**src/rtl/pcie_pipe_pkg.sv**
```systemverilog
// ---------------------------------------------------------------------------
// pcie_pipe_pkg
// Shared definitions for the PHY-side PIPE receive driver:
//   - RxStatus codes driven toward the MAC
//   - Rate encodings carried on the PIPE Rate bus
//   - receive driver state enum
//   - COM symbol used for Gen1/2 symbol alignment
//   - sync_ok(): legal 128b/130b sync header check
// ---------------------------------------------------------------------------
package pcie_pipe_pkg;

   localparam logic [2:0] RXSTAT_OK        = 3'b000;
   localparam logic [2:0] RXSTAT_DEC_ERR   = 3'b100;
   localparam logic [2:0] RXSTAT_UNDERFLOW = 3'b110;

   localparam logic [3:0] RATE_GEN1 = 4'd0;   // 2.5 GT/s
   localparam logic [3:0] RATE_GEN2 = 4'd1;   // 5 GT/s
   localparam logic [3:0] RATE_GEN3 = 4'd2;   // 8 GT/s and above

   localparam logic [7:0] COM_SYM = 8'hBC;

   typedef enum logic [1:0] {
      ST_IDLE,
      ST_ALIGN,
      ST_LOCKED,
      ST_RATECHG
   } rx_state_e;

   // Only 01 and 10 are legal 128b/130b sync headers.
   function automatic logic sync_ok(input logic [1:0] sync);
      return (sync == 2'b01) || (sync == 2'b10);
   endfunction

endpackage

```
**src/rtl/pipe_rx_blk_framer.sv**
```systemverilog
// ---------------------------------------------------------------------------
// pipe_rx_blk_framer
// Tracks 128b/130b framing while the receive driver is locked at Gen3:
// word index within the 4-word block, a 16-block counter and the one-cycle
// gap flag raised after every 16th block.
// Ports:
//   clk_i          clock
//   rst_i          asynchronous active-high reset
//   clr_i          hold framing at block start (driver not locked)
//   acc_i          a block word was emitted this cycle
//   sob_expected_o next accepted word must be word 0 of a block
//   gap_o          current cycle is a gap cycle (no word may be accepted)
// ---------------------------------------------------------------------------
module pipe_rx_blk_framer (
   input  logic clk_i,
   input  logic rst_i,
   input  logic clr_i,
   input  logic acc_i,
   output logic sob_expected_o,
   output logic gap_o
);

   logic [1:0] idx_q, idx_d;
   logic [3:0] blk_q, blk_d;
   logic       gap_q, gap_d;

   always_comb begin
      idx_d = idx_q;
      blk_d = blk_q;
      gap_d = 1'b0;
      if (clr_i) begin
         // The word that achieves lock is word 0 of block 0, so when it is
         // accepted the next expected word is index 1.
         idx_d = acc_i ? 2'd1 : 2'd0;
         blk_d = 4'd0;
      end else if (acc_i) begin
         idx_d = idx_q + 2'd1;
         if (idx_q == 2'd3) begin
            blk_d = blk_q + 4'd1;
            gap_d = (blk_q == 4'd15);
         end
      end
   end

   always_ff @(posedge clk_i or posedge rst_i) begin
      if (rst_i) begin
         idx_q <= 2'd0;
         blk_q <= 4'd0;
         gap_q <= 1'b0;
      end else begin
         idx_q <= idx_d;
         blk_q <= blk_d;
         gap_q <= gap_d;
      end
   end

   assign sob_expected_o = (idx_q == 2'd0);
   assign gap_o          = gap_q;

endmodule

```
**src/rtl/pipe_phy_rx_driver.sv**
```systemverilog
// ---------------------------------------------------------------------------
// pipe_phy_rx_driver
// PHY end of the PIPE receive interface. Aligns the decoded word stream
// (COM at Gen1/2, sync header at Gen3), frames 128b/130b blocks with gap
// insertion, reports RxStatus and runs the Rate change / PhyStatus handshake.
// Configuration macro: PIPE_RX_GEN3_EN (undefined: Rate>=2 behaves as Gen2,
// no block framing, RxStartBlock/RxSyncHeader held at 0).
// Ports:
//   PCLK, reset                  clock, asynchronous active-high reset
//   Rate                         requested rate from the MAC
//   in_valid/in_ready            upstream word handshake
//   in_data/in_k/in_sob/in_sync  decoded word, K flags, block start, header
//   in_err                       decode error flag on the word
//   RxData..RxSyncHeader         registered receive word toward the MAC
//   RxValid, RxStatus, PhyStatus PIPE lock, status code, completion strobe
// ---------------------------------------------------------------------------
module pipe_phy_rx_driver #(
   parameter int RATE_CHG_CYCLES = 16
) (
   input  logic        PCLK,
   input  logic        reset,
   input  logic [3:0]  Rate,
   input  logic        in_valid,
   output logic        in_ready,
   input  logic [31:0] in_data,
   input  logic [3:0]  in_k,
   input  logic        in_sob,
   input  logic [1:0]  in_sync,
   input  logic        in_err,
   output logic [31:0] RxData,
   output logic [3:0]  RxDataK,
   output logic        RxDataValid,
   output logic        RxStartBlock,
   output logic [1:0]  RxSyncHeader,
   output logic        RxValid,
   output logic [2:0]  RxStatus,
   output logic        PhyStatus
);

   import pcie_pipe_pkg::*;

   localparam int          CW       = $clog2(RATE_CHG_CYCLES + 1);
   localparam logic [CW-1:0] CNT_LOAD = CW'(RATE_CHG_CYCLES);
   localparam logic [CW-1:0] CNT_ONE  = CW'(1);

   rx_state_e     state_q, state_d;
   logic [3:0]    rate_q, rate_d;
   logic [3:0]    target_q, target_d;
   logic [CW-1:0] cnt_q, cnt_d;

   logic [31:0]   rx_data_q, rx_data_d;
   logic [3:0]    rx_k_q, rx_k_d;
   logic          rx_dv_q, rx_dv_d;
   logic          rx_sb_q, rx_sb_d;
   logic [1:0]    rx_sh_q, rx_sh_d;
   logic          rx_valid_q, rx_valid_d;
   logic [2:0]    rx_status_q, rx_status_d;
   logic          phy_status_q, phy_status_d;

   logic          gen3;
   logic          sob_exp;
   logic          gap;
   logic          fr_acc;
   logic          fr_clr;
   logic          emit;
   logic          rate_req;

`ifdef PIPE_RX_GEN3_EN
   assign gen3 = (rate_q >= RATE_GEN3);
`else
   assign gen3 = 1'b0;
`endif

   assign fr_clr = (state_q != ST_LOCKED);

   pipe_rx_blk_framer u_framer (
      .clk_i          (PCLK),
      .rst_i          (reset),
      .clr_i          (fr_clr),
      .acc_i          (fr_acc),
      .sob_expected_o (sob_exp),
      .gap_o          (gap)
   );

   // Depends on registered state only, never on in_valid.
   always_comb begin
      in_ready = 1'b0;
      case (state_q)
         ST_ALIGN:  in_ready = 1'b1;
         ST_LOCKED: in_ready = !(gen3 && gap);
         default:   in_ready = 1'b0;
      endcase
   end

   always_comb begin
      state_d      = state_q;
      rate_d       = rate_q;
      target_d     = target_q;
      cnt_d        = cnt_q;
      rx_data_d    = '0;
      rx_k_d       = '0;
      rx_dv_d      = 1'b0;
      rx_sb_d      = 1'b0;
      rx_sh_d      = 2'b00;
      rx_valid_d   = 1'b0;
      rx_status_d  = RXSTAT_OK;
      phy_status_d = 1'b0;
      emit         = 1'b0;
      fr_acc       = 1'b0;
      rate_req     = (Rate != rate_q);

      case (state_q)
         ST_IDLE: state_d = ST_ALIGN;

         ST_ALIGN: begin
            if (rate_req) begin
               state_d  = ST_RATECHG;
               cnt_d    = CNT_LOAD;
               target_d = Rate;
            end else if (in_valid && (gen3 ? (in_sob && sync_ok(in_sync))
                                           : (in_k[0] && in_data[7:0] == COM_SYM))) begin
               state_d = ST_LOCKED;
               emit    = 1'b1;
            end
         end

         ST_LOCKED: begin
            if (rate_req) begin
               state_d  = ST_RATECHG;
               cnt_d    = CNT_LOAD;
               target_d = Rate;
            end else if (!gen3) begin
               rx_valid_d = 1'b1;
               if (in_valid) begin
                  emit = 1'b1;
               end else begin
                  // Gen1/2 underflow keeps lock; data lanes are zeroed.
                  rx_dv_d     = 1'b1;
                  rx_status_d = RXSTAT_UNDERFLOW;
               end
            end else if (gap) begin
               rx_valid_d = 1'b1;
            end else if (sob_exp) begin
               if (!in_valid) begin
                  rx_valid_d = 1'b1;           // idle between blocks
               end else if (!in_sob || !sync_ok(in_sync)) begin
                  rx_status_d = RXSTAT_DEC_ERR;
                  state_d     = ST_ALIGN;
               end else begin
                  emit = 1'b1;
               end
            end else begin
               if (!in_valid) begin
                  rx_status_d = RXSTAT_UNDERFLOW;
                  state_d     = ST_ALIGN;
               end else if (in_sob) begin
                  rx_status_d = RXSTAT_DEC_ERR;
                  state_d     = ST_ALIGN;
               end else begin
                  emit = 1'b1;
               end
            end
         end

         ST_RATECHG: begin
            // Compare against the pending rate so only a fresh change restarts.
            if (Rate != target_q) begin
               cnt_d    = CNT_LOAD;
               target_d = Rate;
            end else if (cnt_q == CNT_ONE) begin
               rate_d       = target_q;
               phy_status_d = 1'b1;
               state_d      = ST_ALIGN;
            end else begin
               cnt_d = cnt_q - CNT_ONE;
            end
         end

         default: state_d = ST_IDLE;
      endcase

      if (emit) begin
         rx_data_d   = in_data;
         rx_k_d      = gen3 ? 4'h0 : in_k;
         rx_dv_d     = 1'b1;
         rx_sb_d     = gen3 && sob_exp;
         rx_sh_d     = (gen3 && sob_exp) ? in_sync : 2'b00;
         rx_valid_d  = 1'b1;
         rx_status_d = in_err ? RXSTAT_DEC_ERR : RXSTAT_OK;
         fr_acc      = gen3;
      end
   end

   always_ff @(posedge PCLK or posedge reset) begin
      if (reset) begin
         state_q      <= ST_IDLE;
         rate_q       <= RATE_GEN1;
         target_q     <= RATE_GEN1;
         cnt_q        <= '0;
         rx_data_q    <= '0;
         rx_k_q       <= '0;
         rx_dv_q      <= 1'b0;
         rx_sb_q      <= 1'b0;
         rx_sh_q      <= 2'b00;
         rx_valid_q   <= 1'b0;
         rx_status_q  <= RXSTAT_OK;
         phy_status_q <= 1'b1;
      end else begin
         state_q      <= state_d;
         rate_q       <= rate_d;
         target_q     <= target_d;
         cnt_q        <= cnt_d;
         rx_data_q    <= rx_data_d;
         rx_k_q       <= rx_k_d;
         rx_dv_q      <= rx_dv_d;
         rx_sb_q      <= rx_sb_d;
         rx_sh_q      <= rx_sh_d;
         rx_valid_q   <= rx_valid_d;
         rx_status_q  <= rx_status_d;
         phy_status_q <= phy_status_d;
      end
   end

   assign RxData       = rx_data_q;
   assign RxDataK      = rx_k_q;
   assign RxDataValid  = rx_dv_q;
   assign RxStartBlock = rx_sb_q;
   assign RxSyncHeader = rx_sh_q;
   assign RxValid      = rx_valid_q;
   assign RxStatus     = rx_status_q;
   assign PhyStatus    = phy_status_q;

endmodule
```
**config.mk**
```make
export PLATFORM = sky130hd
export DESIGN_NAME = pipe_phy_rx_driver
export DESIGN_NICKNAME = d
export VERILOG_FILES = /design/src/rtl/pcie_pipe_pkg.sv /design/src/rtl/pipe_rx_blk_framer.sv /design/src/rtl/pipe_phy_rx_driver.sv
export SDC_FILE = /design/constraint.sdc
export NUM_CORES = 1
export LEC_CHECK = 0
export BUFFER_PORTS_ARGS = -buffer_cell sky130_fd_sc_hd__buf_2
export CORE_UTILIZATION = 39
export CTS_BUF_LIST = sky130_fd_sc_hd__clkbuf_16
export CTS_CLUSTER_DIAMETER = 30
export DETAILED_ROUTE_END_ITERATION = 10
export GPL_ROUTABILITY_DRIVEN = 1
export HOLD_SLACK_MARGIN = 0.03
export PLACE_DENSITY = 0.67
export SYNTH_ARGS = -nofsm -noshare
export SYNTH_HDL_FRONTEND = slang
export SYNTH_SLANG_ARGS = --single-unit
```
**constraint.sdc**
```tcl
create_clock -name PCLK -period 4.5 [get_ports PCLK]
set_input_delay 0.675 -clock PCLK [delete_from_list [all_inputs] [get_ports PCLK]]
set_output_delay 0.675 -clock PCLK [all_outputs]
set_load 0.05 [all_outputs]
```
Word-level counts from Yosys, hierarchy flattened
Cells that the tools add are included.

word-level totals
  bits in registers = 57
  input bits = 47

cells by class
  add/subtract/negate cells = 1
  eq/ne operators = 14
  multiplexer cells = 36
  bitwise logic cells = 1
  reduce and logical (&&, ||, !) cells = 9

operator list
  operator                                                                  number
  32-bit 2-to-1 mux                                                         1
  1-bit 2-to-1 mux                                                          15
  3-bit 2-to-1 mux                                                          5
  5-bit 2-to-1 mux                                                          3
  4-bit 2-to-1 mux                                                          3
  2-bit 2-to-1 mux                                                          5
  5-bit one-hot mux with 2 select lines                                     1
  3-bit AND reduction                                                       3
  8-bit == test (second input constant)                                     1
  2-bit inequality test (second input constant)                             4
  4-bit inequality test                                                     2
  2-bit one-hot mux with 4 select lines                                     1
  4-bit one-hot mux with 2 select lines                                     1
  3-bit inequality test (second input constant)                             2
  5-bit by 1-bit == test with 1-bit output (second input constant)          1
  5-bit by 1-bit subtractor with 5-bit output (second input constant)       1
  2-bit == test (second input constant)                                     2
  4-bit AND reduction                                                       1
  2-bit by 1-bit == test with 1-bit output (second input constant)          1
  1-bit logical AND                                                         2
  2-bit logical NOT                                                         1
  2-bit by 1-bit inequality test with 1-bit output (second input constant)  1
  1-bit one-hot mux with 2 select lines                                     1
  2-bit nonzero test                                                        1
  2 further kinds                                                           2

Depth between registers and ports, before layout
Gate-level depths: netlist of run 1.

  depth after elaboration = 7
  depth in mapped cells = 7
  mapped depth without buffers = 6

Worst setup path after synthesis of run 1
Ideal clock, no wire load.

  path type = input port to flip-flop
  from = in Rate[1]
  to = reg rx_data_q[11] (netlist: RxData[11])
  data arrival time = 2.124 ns
  slack = 2.312 ns
  stages on the path = 6
  cell sequence = xor2_1 nor4_4 or3b_4 a21oi_4 buf_6 and2_2

between the ends
  longest elaborated chain between the ends = 4
  elaborated cells on any way between the ends = 5
  those cells by class = eq/ne: 1; mux: 4

RTL lines
  what                                        line                                                  source
  start, declared                             pipe_phy_rx_driver.sv:22                              input logic [3:0] Rate,
  4-bit inequality test (*)                   pipe_phy_rx_driver.sv:110                             rate_req = (Rate != rate_q);
  1-bit 2-to-1 mux, on equally long branches  pipe_phy_rx_driver.sv:128, pipe_phy_rx_driver.sv:116
  1-bit one-hot mux with 2 select lines (*)   pipe_phy_rx_driver.sv:112                             case (state_q)
  32-bit 2-to-1 mux (*)                       pipe_phy_rx_driver.sv:182                             if (emit) begin
  net rx_data_d[11]                           pipe_phy_rx_driver.sv:51                              logic [31:0] rx_data_q, rx_data_d;
  end signal, assigned                        pipe_phy_rx_driver.sv:213                             rx_data_q <= rx_data_d;
  end, declared                               pipe_phy_rx_driver.sv:51

The timed path passes the listed nets; every way through them passes the cells marked *.
A chain may end at the register's enable or synchronous reset.

Worst setup path in the final report of run 1
  from = in Rate[1]
  to = reg rx_data_q[14] (netlist: RxData[14])

The elaborated chain is that of the path after synthesis.

==> run_results.csv, run 1 <==
group,metric,value,unit
clock_network,numCtsBuffers,5,
timing,rsz0062_at_grt,"no",
timing,slew-limit-headroom,50.5,%
global_routing,antenna_found_initial,0,
timing,tightest_slew,0.733,ns
worst_setup_path,slowest_stage,"a21oi_4",
cells_and_area,fin_nets,315,
global_routing,overflow,0,
placement,hpwlAfterDp,2870,um
pwr,sw_frac_of_total,28.1,%
die,ios,93,
detailed_routing,drtIter0Drc,38,
min_path,whs_path_depth,1,
pwr,power_frac_comb,21.0,%
synthesis,synth-async-reset-ratio,100,%
placement,placed_cells,327,
global_routing,busiest_layer,"met2",
die,die-area,0.00620,mm^2
global_routing,grt_pass1_wl,6610,um
worst_setup_path,end_kind,"flip-flop",
detailed_routing,dr.pass1.iters,4,
clock_network,tritoncts,"built",
synthesis,yosys_most_used_dff,"dfrtp_1",
worst_setup_path,required,4.73,ns
die,fp-row-count,27,
timing,post-route-period-util,54.1,%
detailed_routing,viasPerCell,4.52,
clock_network,ctsHoldBuffers,0,
synthesis,yosys.area.top_type,"dfrtp_1",
cells_and_area,synthToLayoutAreaGrowth,28.0,%
status,status,"finished clean",
min_path,hold_path.class,"flip-flop to flip-flop",
clock_network,cts_sinks,56,
detailed_routing,drc,0,
synthesis,synth-edff-count,0,
pwr,p_leak,1.66,nW
detailed_routing,wl,3880,um
worst_setup_path,cp_max_fo,36,
timing,setup_tns,0,ns
cells_and_area,drive_above_1_share,52.5,%
pwr,p_total,0.00125,W
synthesis,syn_avg_cell_area,13.3,um^2
timing,setup_viol,0,
global_routing,grt_pass1_vias,1530,
detailed_routing,wl_per_cell,11.6,um
global_routing,grt_max_degree,57,
synthesis,synth_top_area_share,59.9,%
synthesis,yosysSeqAreaShare,61.1,%
worst_setup_path,cp-start-kind,"input pin",
worst_setup_path,cpPeakStageDelay,0.53,ns
global_routing,grtUsageMet1,15.3,%
placement,finalWeightedCongestion,0.762,
die,fp.coreArea,0.00557,mm^2
die,start_util,41.2,%
pwr,p_switching,0.000352,W
global_routing,grt.met3_usage,3.68,%
clock_network,cts.repair.resized,0,
placement,preCtsSetupSlack,1.73,ns
worst_setup_path,crit_chain,"buf_2, xor2_1, nor4_4, or3b_4, a21oi_4, and2_2",
worst_setup_path,arrival,2.66,ns
global_routing,grt_usage,13.8,%
pwr,sequentialPowerShare,44.6,%
clock_network,htreeDepth,2,
clock_network,post_cts_buffers,0,
timing,hold_viol,0,
synthesis,synth_area_leaders,"dfrtp_1 60%, and2_2 8.5%, mux2_2 3.9%",
worst_setup_path,critPathKind,"input pin to flip-flop",
global_routing,gr-usage-met2,23.8,%
timing,holdWs,0.530,ns
clock_network,clkLatencyLatePin,0.29,ns
pwr,pwr-share-clk,34.4,%
worst_setup_path,reg2regPathDepth,5,
synthesis,ys_ff_latch,56,
pwr,p_per_area,425,mW/mm^2
timing,setup_ws,2.07,ns
clock_network,cts.reportedPaths.clkPinSlew,0.07,ns
detailed_routing,vias,1513,
pwr,p_int,0.000898,W
placement,io_buffers,85,
timing,worst_clock_skew,0.00474,ns
flow_run,drv_cap,0,
timing,period_needed,2.43,ns
pwr,ir_drop,257,uV
clock_network,clockBufferDepth,2,
clock_network,cts-root-buf,"clkbuf_16",
synthesis,synth.distinct_cells,35,
timing,slew_viol_final,0,
die,dieHeight,78.7,um
synthesis,yosysWarnings,0,
cells_and_area,final_cells,335,
cells_and_area,diodes,0,
synthesis,syn_area,0.00230,mm^2
timing,clock.fmax,411,MHz
detailed_routing,drtAntennaViolNets,0,
die,die_x,78.7,um
synthesis,syn_inst,173,
per-layer routing:
| layer | vias to the layer above | share of wire, % |
|---|---|---|
| li1 | 735 | - |
| met1 | 718 | 40 |
| met2 | 51 | 51 |
| met3 | 9 | 6.1 |
| met4 | 0 | 2.6 |
| met5 | - | 0 |
layout make-up:
type | instances | area (um^2)
flip-flops and latches | 56 | 1400
fillers | 500 | 2640
repair buffers | 87 | 440
clock buffers | 5 | 125
inverters | 8 | 30.0
multi-input cells | 104 | 807
clock inverters | 3 | 42.5
well taps | 72 | 90.1
cell usage in the layout, fill, tap and decap left out, drive strengths merged:
| cell | Yosys | routed |
|---|---|---|
| nand4 | 1 | 1 |
| nor3 | 2 | 2 |
| conb | 1 | 4 |
| xor2 | 8 | 8 |
| nand3 | 4 | 4 |
| a31o | 1 | 1 |
| mux2 | 8 | 8 |
| or3b | 2 | 2 |
| nand2b | 1 | 1 |
| ha | 6 | 6 |
| nand2 | 4 | 4 |
| clkbuf | 1 | 5 |
| o21ai | 6 | 6 |
| buf | 7 | 87 |
| clkinvlp | 0 | 1 |
| and4b | 1 | 1 |
| o2bb2ai | 1 | 1 |
| nor4bb | 1 | 1 |
| clkinv | 0 | 1 |
| inv | 8 | 8 |
| a32oi | 1 | 1 |
| mux2i | 1 | 1 |
| and2 | 36 | 36 |
| a21bo | 2 | 2 |
| nor4b | 2 | 2 |
| dfstp | 1 | 1 |
| dfrtp | 55 | 55 |
| nor2 | 3 | 3 |
| bufinv | 0 | 1 |
| a21o | 3 | 3 |
| nor4 | 3 | 3 |
| a22o | 1 | 1 |
| a21oi | 2 | 2 |
final timing paths:
| kind | start | to | slack, ns |
|---|---|---|---|
| min in group asynchronous | reset | RxDataK[2] | 0.56 |
| max | Rate[1] | RxData[14] | 2.07 |
| max in group asynchronous | reset | cnt_q[3] | 3.49 |
| max reg2reg | rate_q[1] | RxData[14] | 2.21 |
| min | rate_q[1] | rate_q[1] | 0.53 |
| min reg2reg | rate_q[1] | rate_q[1] | 0.53 |
power by group through the flow:
stage               clock network, W  logic [W]  registers [W]
finish                      0.000430   0.000263       0.000557
global route                0.000464   0.000296       0.000562
CTS                         0.000441   0.000266       0.000557
detailed placement                 0   0.000264       0.000567
global placement                   0   0.000261       0.000566
floorplan                          0   0.000198       0.000570
synth_stat cells (2+ instances only):
library cell and number:
inv_1 8, nand2_1 4, ha_1 6, and2_2 26, nor4_1 2, mux2_2 8
o21ai_0 6, nor3_1 2, a21bo_2 2, nor2_1 3, nor4b_1 2, buf_6 3
xor2_1 8, and2_1 10, a21o_1 3, nand3_1 4, dfrtp_1 55, buf_4 4
flip-flops by register name, indices dropped and copies added (netlist names):
register	flops
RxDataK	4
rate_q	4
cnt_q	5
RxValid	1
PhyStatus	1
RxDataValid	1
target_q	4
RxData	32
RxStatus	2
state_q	2
cells by family after synthesis:
| group | count (synthesis) | share of synthesized area (%) |
|---|---|---|
| AND/OR/NAND/NOR | 60 | 18.2 |
| AO/OA/AOI/OAI | 17 | 5.61 |
| multiplexers | 9 | 4.36 |
| buffers and inverters | 16 | 4.25 |
| flip-flops | 56 | 61.1 |
| XOR/XNOR | 8 | 3.05 |
| other | 1 | 0.163 |
| adder cells (fa/ha/maj) | 6 | 3.27 |
metrics by stage:
step / util, % / area [um^2]
2_1_floorplan: - / 2310
3_3_place_gp: 49.7 / 2770
3_5_place_dp: 49.7 / 2770
4_1_cts: 52.7 / 2940
5_1_grt: 52.7 / 2940
6_report: 52.7 / 2940
worst max-delay path: cells and delay by family:
kind                      cells  cell delay (ns)
and+or+nand+nor               3             1.13
buffers and inverters         1             0.12
xor gates and xnor gates      1             0.19
AOI/OAI and AO/OA             1             0.53
(Power assumes the default switching activity.)
==> run 2: changes to the inputs <==
==> constraint.sdc (replaced) <==
create_clock -name PCLK -period 2.3 [get_ports PCLK]
set_input_delay 0.345 -clock PCLK [delete_from_list [all_inputs] [get_ports PCLK]]
set_output_delay 0.345 -clock PCLK [all_outputs]
set_load 0.05 [all_outputs]
==> run 2 against run 1 <==
Die area unchanged. Clock skew rose by 0.0022 ns. Count of clock-buffer cells in the layout unchanged. Final cell count is 1.5% higher. Setup slack worse by 1.6 ns. Register-to-register slack got worse by 1.8 ns. Hold slack lost 0.43 ns. Sequential power is 96% higher. Combinational power rose by 99%. Wire length increased by 1.3%. Power is 98% higher. Critical path type is now flip-flop to flip-flop.
==> run_results.csv, run 2 (synthesis results as in run 1) <==
group,metric,value,unit
status,status,"finished clean",
cells_and_area,design_area,0.00300,mm^2
placement,io_buffers,85,
detailed_routing,viasPerCell,4.36,
placement,hpwlAfterDp,2890,um
cells_and_area,diodes,0,
detailed_routing,drtIter0Drc,50,
global_routing,grt_pass1_vias,1478,
worst_setup_path,cp_max_fo,36,
pwr,p_total,0.00247,W
worst_setup_path,rrSetupSlack,0.44,ns
pwr,p_int,0.00177,W
timing,setup_tns,0,ns
die,fp.coreArea,0.00557,mm^2
clock_network,cts-root-buf,"clkbuf_16",
cells_and_area,largest_reg_flops,32,
detailed_routing,dr.pass1.iters,4,
detailed_routing,wl_per_cell,11.6,um
worst_setup_path,cp-start-kind,"flip-flop",
die,die-area,0.00620,mm^2
pwr,p_leak,1.69,nW
pwr,sequentialPowerShare,44.0,%
clock_network,post_cts_buffers,0,
worst_setup_path,rr_endpoint,"RxData[12]",
clock_network,tritoncts,"built",
clock_network,clockBufferDepth,2,
pwr,sw_frac_of_total,28.3,%
placement,placed_area,0.00283,mm^2
worst_setup_path,required,2.53,ns
cells_and_area,drive_above_1_share,53.4,%
detailed_routing,wl,3930,um
detailed_routing,vias,1484,
clock_network,cts_sinks,56,
worst_setup_path,timing.rr.start,"rate_q[1]",
flow_run,drv_cap,0,
clock_network,htreeDepth,2,
global_routing,overflow,0,
detailed_routing,drtAntennaViolNets,0,
clock_network,cts.repair.resized,0,
die,start_util,41.2,%
cells_and_area,final_cell_mix,"85 x buf_2, 55 x dfrtp_1, 26 x and2_2",
cells_and_area,synthToLayoutAreaGrowth,30.8,%
die,dieHeight,78.7,um
cells_and_area,layout_commonest_cell,"buf_2",
pwr,p_per_area,824,mW/mm^2
clock_network,ctsHoldBuffers,0,
worst_setup_path,arrival,2.10,ns
worst_setup_path,critPathKind,"flip-flop to flip-flop",
detailed_routing,drc,0,
timing,hold_viol,0,
global_routing,grt_usage,14.3,%
cells_and_area,fin_nets,320,
pwr,pwr-share-clk,34.9,%
cells_and_area,seq_area,0.00140,mm^2
timing,setup_viol,0,
timing,worst_clock_skew,0.00699,ns
cells_and_area,multiInputGateArea,807,um^2
clock_network,numCtsBuffers,5,
cells_and_area,n_fill_cell,476,
worst_setup_path,end_kind,"flip-flop",
clock_network,cts.reportedPaths.clkPinSlew,0.07,ns
clock_network,clkLatencyLatePin,0.29,ns
timing,post-route-period-util,81.1,%
pwr,ir_drop,423,uV
global_routing,grt_pass1_wl,6690,um
pwr,p_switching,0.000702,W
timing,clock.fmax,536,MHz
die,ios,93,
timing,holdWs,0.0987,ns
die,die_x,78.7,um
global_routing,antenna_found_initial,0,
die,fp-row-count,27,
timing,slew_viol_final,0,
min_path,hold_path.class,"input pin to async pin",
timing,rsz0062_at_grt,"no",
timing,period_needed,1.86,ns
worst_setup_path,reg2regPathDepth,6,
global_routing,grt_max_degree,57,
pwr,power_frac_comb,21.1,%
placement,finalWeightedCongestion,0.756,
[run 2: cell types whose count changed in the layout (fill, tap and decap cells not counted), sizes merged]
cell      before  now
buf           87   92
clkinvlp       1    0
inv            8    9
[run 2: stage by stage]
stage | utilization (%) | worst slack, ns | cells
6_report | 53.9 | 0.436 | 340
5_1_grt | 53.9 | 0.285 | 340
4_1_cts | 53.9 | 0.424 | 340
3_5_place_dp | 50.8 | 0.322 | 332
3_3_place_gp | 50.8 | 0.338 | 332
2_1_floorplan | - | 0.320 | 176
[run 2: routing by layer]
metal,up-vias,track usage [%],routed length [um]
met5,-,0,0
met4,0,6.11,72
met3,6,4.37,250
met2,45,24.3,1980
met1,686,16.6,1630
li1,747,-,-
[run 2: worst max-delay path, stage by stage, from the launching register on]
cell and delay [ns]:
dfrtp_1 0.39, xor2_1 0.17, nor4_4 0.32, or3b_4 0.44, a21oi_4 0.15, buf_12 0.17
and2_2 0.15
[run 2: area by class of cell]
cell class	count	area share (%)
inverter	8	1.00
clock buffer	5	4.16
timing repair buffer	92	16.7
sequential	56	46.7
multi-input combinational	104	26.9
tap	72	3.00
clock inverter	3	1.54
[run 2: worst max-delay path by stage]
stage,from,to,slack (ns)
after floorplan,state_q[0],target_q[0],0.32
after global placement,Rate[1],RxData[19],0.34
after detailed placement,Rate[1],RxData[12],0.32
after CTS,rate_q[1],RxData[12],0.42
after global routing,cnt_q[1],rate_q[2],0.28
final,rate_q[1],RxData[12],0.44
[run 2: power by group through the flow]
stage	sequential, W	clock, W	combinational (W)
final	0.00109	0.000863	0.000523
after global routing	0.00110	0.000931	0.000585
after detailed placement	0.00111	0	0.000529
after floorplan	0.00112	0	0.000388
after CTS	0.00109	0.000888	0.000533
after global placement	0.00111	0	0.000526
==> run 3: changes to the inputs <==
--- a/config.mk
+++ b/config.mk
@@ -5,6 +5,7 @@
 export SDC_FILE = /design/constraint.sdc
 export NUM_CORES = 1
 export LEC_CHECK = 0
+export ABC_AREA = 1
 export BUFFER_PORTS_ARGS = -buffer_cell sky130_fd_sc_hd__buf_2
 export CORE_UTILIZATION = 39
 export CTS_BUF_LIST = sky130_fd_sc_hd__clkbuf_16
@@ -12,7 +13,7 @@
 export DETAILED_ROUTE_END_ITERATION = 10
 export GPL_ROUTABILITY_DRIVEN = 1
 export HOLD_SLACK_MARGIN = 0.03
-export PLACE_DENSITY = 0.67
+export PLACE_DENSITY = 0.68
 export SYNTH_ARGS = -nofsm -noshare
 export SYNTH_HDL_FRONTEND = slang
 export SYNTH_SLANG_ARGS = --single-unit
==> constraint.sdc (replaced) <==
create_clock -name PCLK -period 1.6 [get_ports PCLK]
set_input_delay 0.24 -clock PCLK [delete_from_list [all_inputs] [get_ports PCLK]]
set_output_delay 0.24 -clock PCLK [all_outputs]
set_load 0.05 [all_outputs]
==> run 3 against run 2 <==
The flow now finishes with violations (design-rule violations). Wire length grew 33%. Count of clock-buffer cells in the layout is the same. Power grew 67%. Cell area grew 13%. Register-to-register slack lost 0.34 ns. Final cell count grew 37%. Sequential power grew 50%. Die area grew 14%. Area after synthesis grew 14%. Largest cell class unchanged.
==> run_results.csv, run 3 <==
group,metric,value,unit
status,status,"finished with violations",
status,violations,"design-rule violations",
detailed_routing,dr.pass1.iters,7,
die,start_util,40.9,%
cells_and_area,fin_nets,441,
synthesis,synth_top_cells_by_count,"67 x nand2_1, 60 x inv_1, 55 x dfrtp_1, 29 x nor2_1, 19 x nor2_4",
die,fp.coreArea,0.00642,mm^2
timing,holdWs,0.151,ns
synthesis,yosysWarnings,0,
synthesis,syn_area,0.00263,mm^2
placement,finalWeightedCongestion,0.779,
worst_setup_path,critPathKind,"flip-flop to output port",
die,dieHeight,84.1,um
synthesis,synth-async-reset-ratio,100,%
cells_and_area,layout_commonest_cell,"buf_2",
global_routing,overflow,0,
timing,period_needed,1.51,ns
detailed_routing,viasPerCell,4.38,
die,die_x,84.1,um
worst_setup_path,end_kind,"output port",
synthesis,yosysSeqAreaShare,53.4,%
pwr,sequentialPowerShare,39.8,%
min_path,hold_path.class,"input pin to flip-flop",
cells_and_area,multiInputGateArea,931,um^2
worst_setup_path,cp-start-kind,"flip-flop",
pwr,pwr-share-clk,29.9,%
worst_setup_path,crit_start,"state_q[0]",
flow_run,drv_cap,0,
synthesis,yosys.area.top_type,"dfrtp_1",
die,die-area,0.00707,mm^2
global_routing,grt_pass1_vias,2005,
detailed_routing,drc,9,
synthesis,synth_top_area_share,52.4,%
timing,setup_tns,0,ns
synthesis,synth_most_common_cell,"nand2_1",
timing,hold_viol,0,
pwr,power_frac_comb,30.3,%
synthesis,syn_avg_cell_area,9.00,um^2
clock_network,clockBufferDepth,2,
clock_network,htreeDepth,2,
timing,setup_viol,0,
clock_network,cts-root-buf,"clkbuf_16",
timing,worst_clock_skew,0.00328,ns
detailed_routing,drtAntennaViolNets,0,
clock_network,tritoncts,"built",
cells_and_area,largest_reg_flops,32,
detailed_routing,wl_per_cell,11.2,um
cells_and_area,seq_area,0.00140,mm^2
min_path,holdCritStartpoint,"in_data[8]",
placement,hpwlAfterDp,3750,um
synthesis,synth_area_leaders,"dfrtp_1 52%, nand2_1 9.6%, inv_1 8.6%",
cells_and_area,synthToLayoutAreaGrowth,29.4,%
global_routing,grt_pass1_wl,8560,um
cells_and_area,diodes,0,
global_routing,grt_usage,15.2,%
pwr,p_switching,0.00138,W
worst_setup_path,arrival,1.27,ns
worst_setup_path,cp_max_fo,6,
cells_and_area,final_cell_mix,"84 x buf_2, 66 x nand2_1, 59 x inv_1",
die,fp-row-count,29,
placement,io_buffers,85,
global_routing,grt_max_degree,39,
timing,clock.fmax,663,MHz
worst_setup_path,timing.rr.start,"state_q[1]",
synthesis,ys_ff_latch,56,
pwr,p_per_area,1210,mW/mm^2
cells_and_area,design_area,0.00340,mm^2
pwr,sw_frac_of_total,33.4,%
global_routing,antenna_found_initial,0,
detailed_routing,drtIter0Drc,87,
cells_and_area,n_fill_cell,592,
clock_network,clkLatencyLatePin,0.29,ns
clock_network,cts_sinks,56,
synthesis,synth-edff-count,0,
die,ios,93,
detailed_routing,vias,2039,
timing,rsz0062_at_grt,"no",
timing,slew_viol_final,0,
timing,post-route-period-util,94.3,%
pwr,p_int,0.00275,W
pwr,ir_drop,492,uV
cells_and_area,drive_above_1_share,38.0,%
worst_setup_path,required,1.36,ns
clock_network,numCtsBuffers,5,
placement,placed_area,0.00314,mm^2
synthesis,syn_inst,292,
synthesis,synth.distinct_cells,22,
synthesis,yosys_most_used_dff,"dfrtp_1",
clock_network,cts.reportedPaths.clkPinSlew,0.07,ns
pwr,p_leak,2.06,nW
detailed_routing,wl,5240,um
-- run 3: changes by cell type in the layout (fill, tap and decap cells not counted), sizes merged, moves of 6 or more --
cell   delta
nand2    +71
inv      +57
nor2     +49
and2     -36
mux2      -8
xor2      -8
nand3     +6
-- run 3: layer usage --
layer | global-route usage [%] | wire (um)
met3 | 3.36 | 234
met2 | 27.5 | 2780
met5 | 0 | 0
met1 | 17.6 | 2130
met4 | 5.33 | 86
-- run 3: cell type report --
class / instances / area share [%]
Clock inverter: 3 / 1.25
Clock buffer: 5 / 3.68
Timing Repair Buffer: 95 / 16.3
Sequential cell: 56 / 41.2
Inverter: 65 / 7.28
Multi-Input combinational cell: 165 / 27.4
Tap cell: 77 / 2.83
-- run 3: final timing paths --
| path | to | slack [ns] | depth (start not counted) |
|---|---|---|---|
| worst max-delay path | in_ready | 0.09 | 3 |
| worst min-delay path | RxData[8] | 0.15 | 3 |
| worst max register to register | RxData[22] | 0.10 | 7 |
| worst min register to register | cnt_q[1] | 0.51 | 2 |
| max in group asynchronous | PhyStatus | 0.54 | 4 |
| min in group asynchronous | RxData[26] | 0.48 | 3 |
-- run 3: metrics by stage --
stage | cells | util (%) | total power [W] | setup WS (ns)
finish | 466 | 53.0 | 0.00413 | 0.0919
global route | 466 | 53.0 | 0.00439 | 0.00404
CTS | 462 | 51.8 | 0.00409 | 0.0411
detailed placement | 453 | 48.8 | 0.00277 | 0.0525
global placement | 453 | 48.8 | 0.00273 | 0.112
floorplan | 295 | - | 0.00249 | 0.0347
-- run 3: cell families after synthesis --
family | after synthesis | synth area share [%]
buf+inv | 74 | 12.9
other cells | 1 | 0.143
xor+xnor | 2 | 0.667
compound gates | 8 | 1.52
simple gates | 145 | 28.6
fa+ha+maj | 6 | 2.86
flops | 56 | 53.4
-- run 3: timing repair --
item | 4_1_cts | 5_1_grt
setup endpoints to repair | 1 | 38
pin swaps | 0 | 0
hold endpoints to repair | 16 | 0
setup buffers | 0 | 2
resized for setup | 3 | 7
gates cloned | 0 | 2
hold buffers | 1 | 0
-- run 3: power groups by stage --
| stage | registers (W) | logic [W] | clock network [W] |
|---|---|---|---|
| after floorplan | 0.00168 | 0.000810 | 0 |
| after global placement | 0.00166 | 0.00108 | 0 |
| after detailed placement | 0.00166 | 0.00110 | 0 |
| after CTS | 0.00164 | 0.00119 | 0.00127 |
| after global routing | 0.00166 | 0.00140 | 0.00133 |
| final | 0.00164 | 0.00125 | 0.00123 |
-- run 3: critical path: stages (launching register included) --
cell and delay, ns:
dfrtp_1 0.42, inv_2 0.08, ha_4 0.31, buf_6 0.16
